[src/rtl/rd_tag_alloc_pkg.sv]
// rtl/rd_tag_alloc_pkg.sv - shared tID sizing and tagged request layout for the read path
package rd_tag_alloc_pkg;

  localparam int MAX_TID    = 16;
  localparam int TID_WIDTH  = $clog2(MAX_TID);
  localparam int ID_WIDTH   = 4;
  localparam int ADDR_WIDTH = 32;

  // tid sits in the MSBs so downstream hit/miss FIFO consumers find it at fixed bits
  typedef struct packed {
    logic [TID_WIDTH-1:0]  tid;
    logic [ADDR_WIDTH-1:0] addr;
    logic [ID_WIDTH-1:0]   id;
  } tagged_req_t;

endpackage

[src/rtl/rd_tag_alloc_tid_id_table.sv]
// rtl/rd_tag_alloc_tid_id_table.sv - tID to AXI ID register file, sync write, async read
module rd_tag_alloc_tid_id_table #(
  parameter int DEPTH     = 16,
  parameter int IDX_WIDTH = 4,
  parameter int ID_WIDTH  = 4
) (
  input  logic                 clk,
  input  logic                 i_we,
  input  logic [IDX_WIDTH-1:0] i_waddr,
  input  logic [ID_WIDTH-1:0]  i_wdata,
  input  logic [IDX_WIDTH-1:0] i_raddr,
  output logic [ID_WIDTH-1:0]  o_rdata
);

  logic [ID_WIDTH-1:0] r_mem [DEPTH];

  // storage is written only on accept; contents are meaningless until a tID is allocated
  always_ff @(posedge clk) begin
    if (i_we) begin
      r_mem[i_waddr] <= i_wdata;
    end
  end

  assign o_rdata = r_mem[i_raddr];

endmodule

[src/rtl/rd_tag_alloc.sv]
// rtl/rd_tag_alloc.sv - stamps AXI read-address beats with sequential tIDs and tracks credit
module rd_tag_alloc #(
  parameter int ID_WIDTH   = rd_tag_alloc_pkg::ID_WIDTH,
  parameter int ADDR_WIDTH = rd_tag_alloc_pkg::ADDR_WIDTH,
  parameter int MAX_TID    = rd_tag_alloc_pkg::MAX_TID,
  parameter int TID_WIDTH  = $clog2(MAX_TID)
) (
  input  logic                  clk,
  input  logic                  rst,
  input  logic                  arvalid_i,
  output logic                  arready_o,
  input  logic [ID_WIDTH-1:0]   arid_i,
  input  logic [ADDR_WIDTH-1:0] araddr_i,
  output logic                  req_valid_o,
  input  logic                  req_ready_i,
  output logic [TID_WIDTH-1:0]  req_tid_o,
  output logic [ADDR_WIDTH-1:0] req_addr_o,
  input  logic                  ret_valid_i,
  input  logic [TID_WIDTH-1:0]  ret_tid_i,
  output logic [ID_WIDTH-1:0]   ret_rid_o,
  output logic [TID_WIDTH:0]    inflight_o,
  output logic                  err_o
);

  localparam logic [TID_WIDTH-1:0] LAST_TID = TID_WIDTH'(MAX_TID - 1);
  localparam logic [TID_WIDTH:0]   FULL_CNT = (TID_WIDTH + 1)'(MAX_TID);

  logic [TID_WIDTH-1:0]  r_alloc_ptr;
  logic [TID_WIDTH-1:0]  r_ret_ptr;
  logic [TID_WIDTH:0]    r_inflight;
  logic                  r_req_valid;
  logic [TID_WIDTH-1:0]  r_req_tid;
  logic [ADDR_WIDTH-1:0] r_req_addr;
  logic                  r_err;

  logic w_can_load;
  logic w_has_credit;
  logic w_accept;
  logic w_ret_legal;
  logic w_ret_bad;

  // arready depends only on registered state and downstream ready, never on arvalid
  assign w_can_load   = !r_req_valid || req_ready_i;
  assign w_has_credit = r_inflight < FULL_CNT;
  assign arready_o    = !rst && w_can_load && w_has_credit;
  assign w_accept     = arvalid_i && arready_o;
  assign w_ret_legal  = ret_valid_i && (r_inflight != '0) && (ret_tid_i == r_ret_ptr);
  assign w_ret_bad    = ret_valid_i && !w_ret_legal;

  // one-deep output slot: load on accept, drop once consumed, otherwise hold
  always_ff @(posedge clk or posedge rst) begin
    if (rst) begin
      r_req_valid <= 1'b0;
      r_req_tid   <= '0;
      r_req_addr  <= '0;
    end else if (w_accept) begin
      r_req_valid <= 1'b1;
      r_req_tid   <= r_alloc_ptr;
      r_req_addr  <= araddr_i;
    end else if (req_ready_i) begin
      r_req_valid <= 1'b0;
    end
  end

  // allocation and retire pointers wrap at MAX_TID-1, which need not be a power of two
  always_ff @(posedge clk or posedge rst) begin
    if (rst) begin
      r_alloc_ptr <= '0;
      r_ret_ptr   <= '0;
    end else begin
      if (w_accept) begin
        r_alloc_ptr <= (r_alloc_ptr == LAST_TID) ? '0 : r_alloc_ptr + TID_WIDTH'(1);
      end
      if (w_ret_legal) begin
        r_ret_ptr <= (r_ret_ptr == LAST_TID) ? '0 : r_ret_ptr + TID_WIDTH'(1);
      end
    end
  end

  // outstanding count: accept adds, legal retire subtracts, both together cancel
  always_ff @(posedge clk or posedge rst) begin
    if (rst) begin
      r_inflight <= '0;
    end else begin
      case ({w_accept, w_ret_legal})
        2'b10:   r_inflight <= r_inflight + (TID_WIDTH + 1)'(1);
        2'b01:   r_inflight <= r_inflight - (TID_WIDTH + 1)'(1);
        default: r_inflight <= r_inflight;
      endcase
    end
  end

  // any out-of-order or underflowing retire latches the error until reset
  always_ff @(posedge clk or posedge rst) begin
    if (rst) begin
      r_err <= 1'b0;
    end else if (w_ret_bad) begin
      r_err <= 1'b1;
    end
  end

  rd_tag_alloc_tid_id_table #(
    .DEPTH     (MAX_TID),
    .IDX_WIDTH (TID_WIDTH),
    .ID_WIDTH  (ID_WIDTH)
  ) u_table (
    .clk     (clk),
    .i_we    (w_accept),
    .i_waddr (r_alloc_ptr),
    .i_wdata (arid_i),
    .i_raddr (ret_tid_i),
    .o_rdata (ret_rid_o)
  );

  assign req_valid_o = r_req_valid;
  assign req_tid_o   = r_req_tid;
  assign req_addr_o  = r_req_addr;
  assign inflight_o  = r_inflight;
  assign err_o       = r_err;

endmodule
[config.mk]
export PLATFORM = sky130hd
export DESIGN_NAME = rd_tag_alloc
export DESIGN_NICKNAME = d
export VERILOG_FILES = /design/src/rtl/rd_tag_alloc_pkg.sv /design/src/rtl/rd_tag_alloc_tid_id_table.sv /design/src/rtl/rd_tag_alloc.sv
export SDC_FILE = /design/constraint.sdc
export NUM_CORES = 1
export LEC_CHECK = 0
export BUFFER_PORTS_ARGS = -buffer_cell sky130_fd_sc_hd__buf_2
export CAP_MARGIN = 20
export CORE_MARGIN = 3
export CORE_UTILIZATION = 30
export DETAILED_ROUTE_END_ITERATION = 10
export PLACE_DENSITY_LB_ADDON = 0.12
export SYNTH_ARGS = -nofsm -noshare
export SYNTH_HDL_FRONTEND = slang
export SYNTH_SLANG_ARGS = --single-unit
[constraint.sdc]
create_clock -name clk -period 3.25 [get_ports clk]
set_input_delay 0.65 -clock clk [delete_from_list [all_inputs] [get_ports clk]]
set_output_delay 0.65 -clock clk [all_outputs]
set_load 0.02 [all_outputs]
==> out/qor.yml <==
outcome: "complete, no violations"
grt_max_degree: 42
io_pins: 93
relSlewSlack_pct: 45.9
ctsHoldBuffers: 0
ys.flop_type: "edfxtp_1"
cts_inserted_buffers: 17
peakVddDrop_uv: 382
crit_top_cell: "ha_1"
syn2layout_area_growth_pct: 27.6
post-dp-hpwl_um: 7490
crit_chain: "or4_4 -> o211ai_4 -> nor4_4 -> ha_1 -> ha_1 -> nor2b_1 -> o21a_1 -> or2_0 -> o311ai_1"
wl_um: 10900
setup_violations: 0
grt-ovfl-total: 0
crit_path_start: "inflight_o[1]$_DFFE_PP0P_"
drive_above_1_share_pct: 32.8
num_vias: 3141
synth-seq-cells: 115
clock_sinks: 115
slew_viol_final: 0
netSwitchingFraction_pct: 32.8
fmax_mhz: 359
arrival_ns: 3.09
antenna_found_initial: 0
wl_per_cell_um: 15.5
drc: 0
clk-insertion-delay-late_ns: 0.41
r2r_start: "inflight_o[1]$_DFFE_PP0P_"
tns_ns: 0
post_cts_resized: 0
synth_area_um2: 4830
cts_max_level: 4
core_area_um2: 15500
fin_skew_ns: 0.00698
slowest_delay_ns: 0.55
cp_max_fo: 7
cp-end-kind: "flip-flop"
path_class: "flip-flop to flip-flop"
gp_congestion: 0.782
fin_nets: 530
rsz0062_at_grt: "false"
seqPwrFrac_pct: 39.4
power_uw: 5230
p_comb_share_pct: 24.4
yosysWarnings: 0
rows: 45
hp-class: "input pin to async pin"
r2r_end: "inflight_o[4]$_DFFE_PP0P_"
grt_pass1_vias: 3247
cp-start-kind: "flip-flop"
drv_cap: 0
synthCells: 371
vias_per_cell: 4.49
synth.avg_cell_area_um2: 13.0
place_area_um2: 5550
die_h_um: 133
synth-edff-count: 64
fp.dieW_um: 133
regToRegSetupSlack_ns: 0.47
initial_core_util_pct: 31.2
root_buffer: "clkbuf_16"
cts_tree: "done"
p_clk_share_pct: 36.2
ant_nets: 0
synth_seq_area_share_pct: 66.3
p_int_uw: 3510
fin_crit_ns: 2.78
worstMarginPinSlew_ns: 0.810
fp.dieArea_um2: 17600
reg2reg_depth: 9
grt_pass1_wl_um: 17800
first_iter_violations: 162
stdcell_area_um2: 6160
ys_types: 42
p_sw_uw: 1710
fin_crit_sh_pct: 85.6
cts_buffer_depth: 2
hold_violations: 0
synthArstFlopShare_pct: 44.3
port_buffers: 92
antennaDiodeCount: 0
powerDensity_nw_per_um2: 849
post_cts.repair.setup_buffers: 0
clkSlewWorstSetupHoldPaths_ns: 0.06
p_leak_uw: 0.00264
crit_required_ns: 3.56
critPathSlowestCell: "or4_4"
synth_nets: 426
grt_use_total_pct: 13.2
drtPass1Iterations: 4
==> critical path: cells and delay by family, from the launching register on <==
kind / cells / cell delay (ns)
AO/OA/AOI/OAI: 3 / 0.68
flip-flops: 1 / 0.41
adder cells (fa/ha/maj): 2 / 0.63
AND/OR/NAND/NOR: 4 / 0.97
==> logic make-up after synthesis <==
logic type               Yosys count  synth area share [%]
AO/OA/AOI/OAI                     26                  3.84
adder cells (fa/ha/maj)           10                  2.75
flip-flops                       115                  66.3
XOR/XNOR                           8                  1.61
AND/OR/NAND/NOR                  165                  14.6
multiplexers                      20                  8.50
buffers and inverters             27                  2.41
==> cells in the mapped netlist, drive strengths merged, types with 4 or more instances <==
master | n | share of area, %
dfrtp | 51 | 26
nor2 | 15 | 1.2
nand2 | 117 | 9.1
mux4 | 16 | 7.5
a22oi | 4 | 0.62
nor3 | 5 | 0.52
edfxtp | 64 | 40
o21ai | 8 | 0.83
xor2 | 5 | 1.1
buf | 7 | 0.86
nand2b | 5 | 0.65
ha | 9 | 2.3
inv | 9 | 0.70
nand3 | 11 | 1.1
clkbuf | 11 | 0.86
==> registers in the layout (all words and copies together) (netlist names) <==
| name | count |
|---|---|
| u_table.r_mem | 64 |
| req_addr_o | 32 |
| inflight_o | 5 |
| r_alloc_ptr | 4 |
| r_ret_ptr | 4 |
| req_tid_o | 4 |
| err_o | 1 |
| req_valid_o | 1 |
==> cell usage in the layout, fill, tap and decap left out, types with 6 or more instances in the layout <==
cell          n
buf_2        92
nand3_1      11
o21ai_1       6
buf_4        11
ha_1          9
nor2_1       15
inv_1         6
clkbuf_16    17
clkinvlp_4    7
mux4_2       16
edfxtp_1     64
nand2_1     117
dfrtp_1      51
==> through the flow <==
step	worst slack, ns	std cells	util [%]	hold slack (ns)
after floorplan	0.392	371	-	0.517
after global placement	0.373	667	35.8	0.453
after detailed placement	0.319	667	35.8	0.459
after CTS	0.426	699	39.8	0.402
after global routing	0.268	699	39.8	0.413
final	0.467	699	39.8	0.402
==> routing by layer <==
metal  share of wire (%)  track usage [%]
met1                  45             17.1
met2                  48             20.3
met3                 5.1             4.71
met4                 2.0             5.02
met5                   0                0
==> worst max path at each step <==
stage,depth (start not counted),end
floorplan,10,inflight_o[4]$_DFFE_PP0P_
global placement,10,inflight_o[4]$_DFFE_PP0P_
detailed placement,10,inflight_o[4]$_DFFE_PP0P_
CTS,6,ret_rid_o[0]
global route,9,inflight_o[4]$_DFFE_PP0P_
finish,9,inflight_o[4]$_DFFE_PP0P_
==> cell type report <==
| type | instances | area, um^2 |
|---|---|---|
| clock buffer | 17 | 425 |
| multi-input combinational | 229 | 1510 |
| fill | 1501 | 9330 |
| clock inverter | 15 | 183 |
| tap | 211 | 264 |
| inverter | 9 | 33.8 |
| sequential | 115 | 3200 |
| timing repair buffer | 103 | 543 |
==> power by group through the flow <==
stage | logic [uW] | clock network [uW] | registers [uW]
after floorplan | 616 | 0 | 2310
after CTS | 1300 | 1950 | 2060
after global routing | 1420 | 2010 | 2100
after global placement | 1300 | 0 | 2080
after detailed placement | 1310 | 0 | 2080
final | 1280 | 1890 | 2060
(Power assumes the default switching activity.)
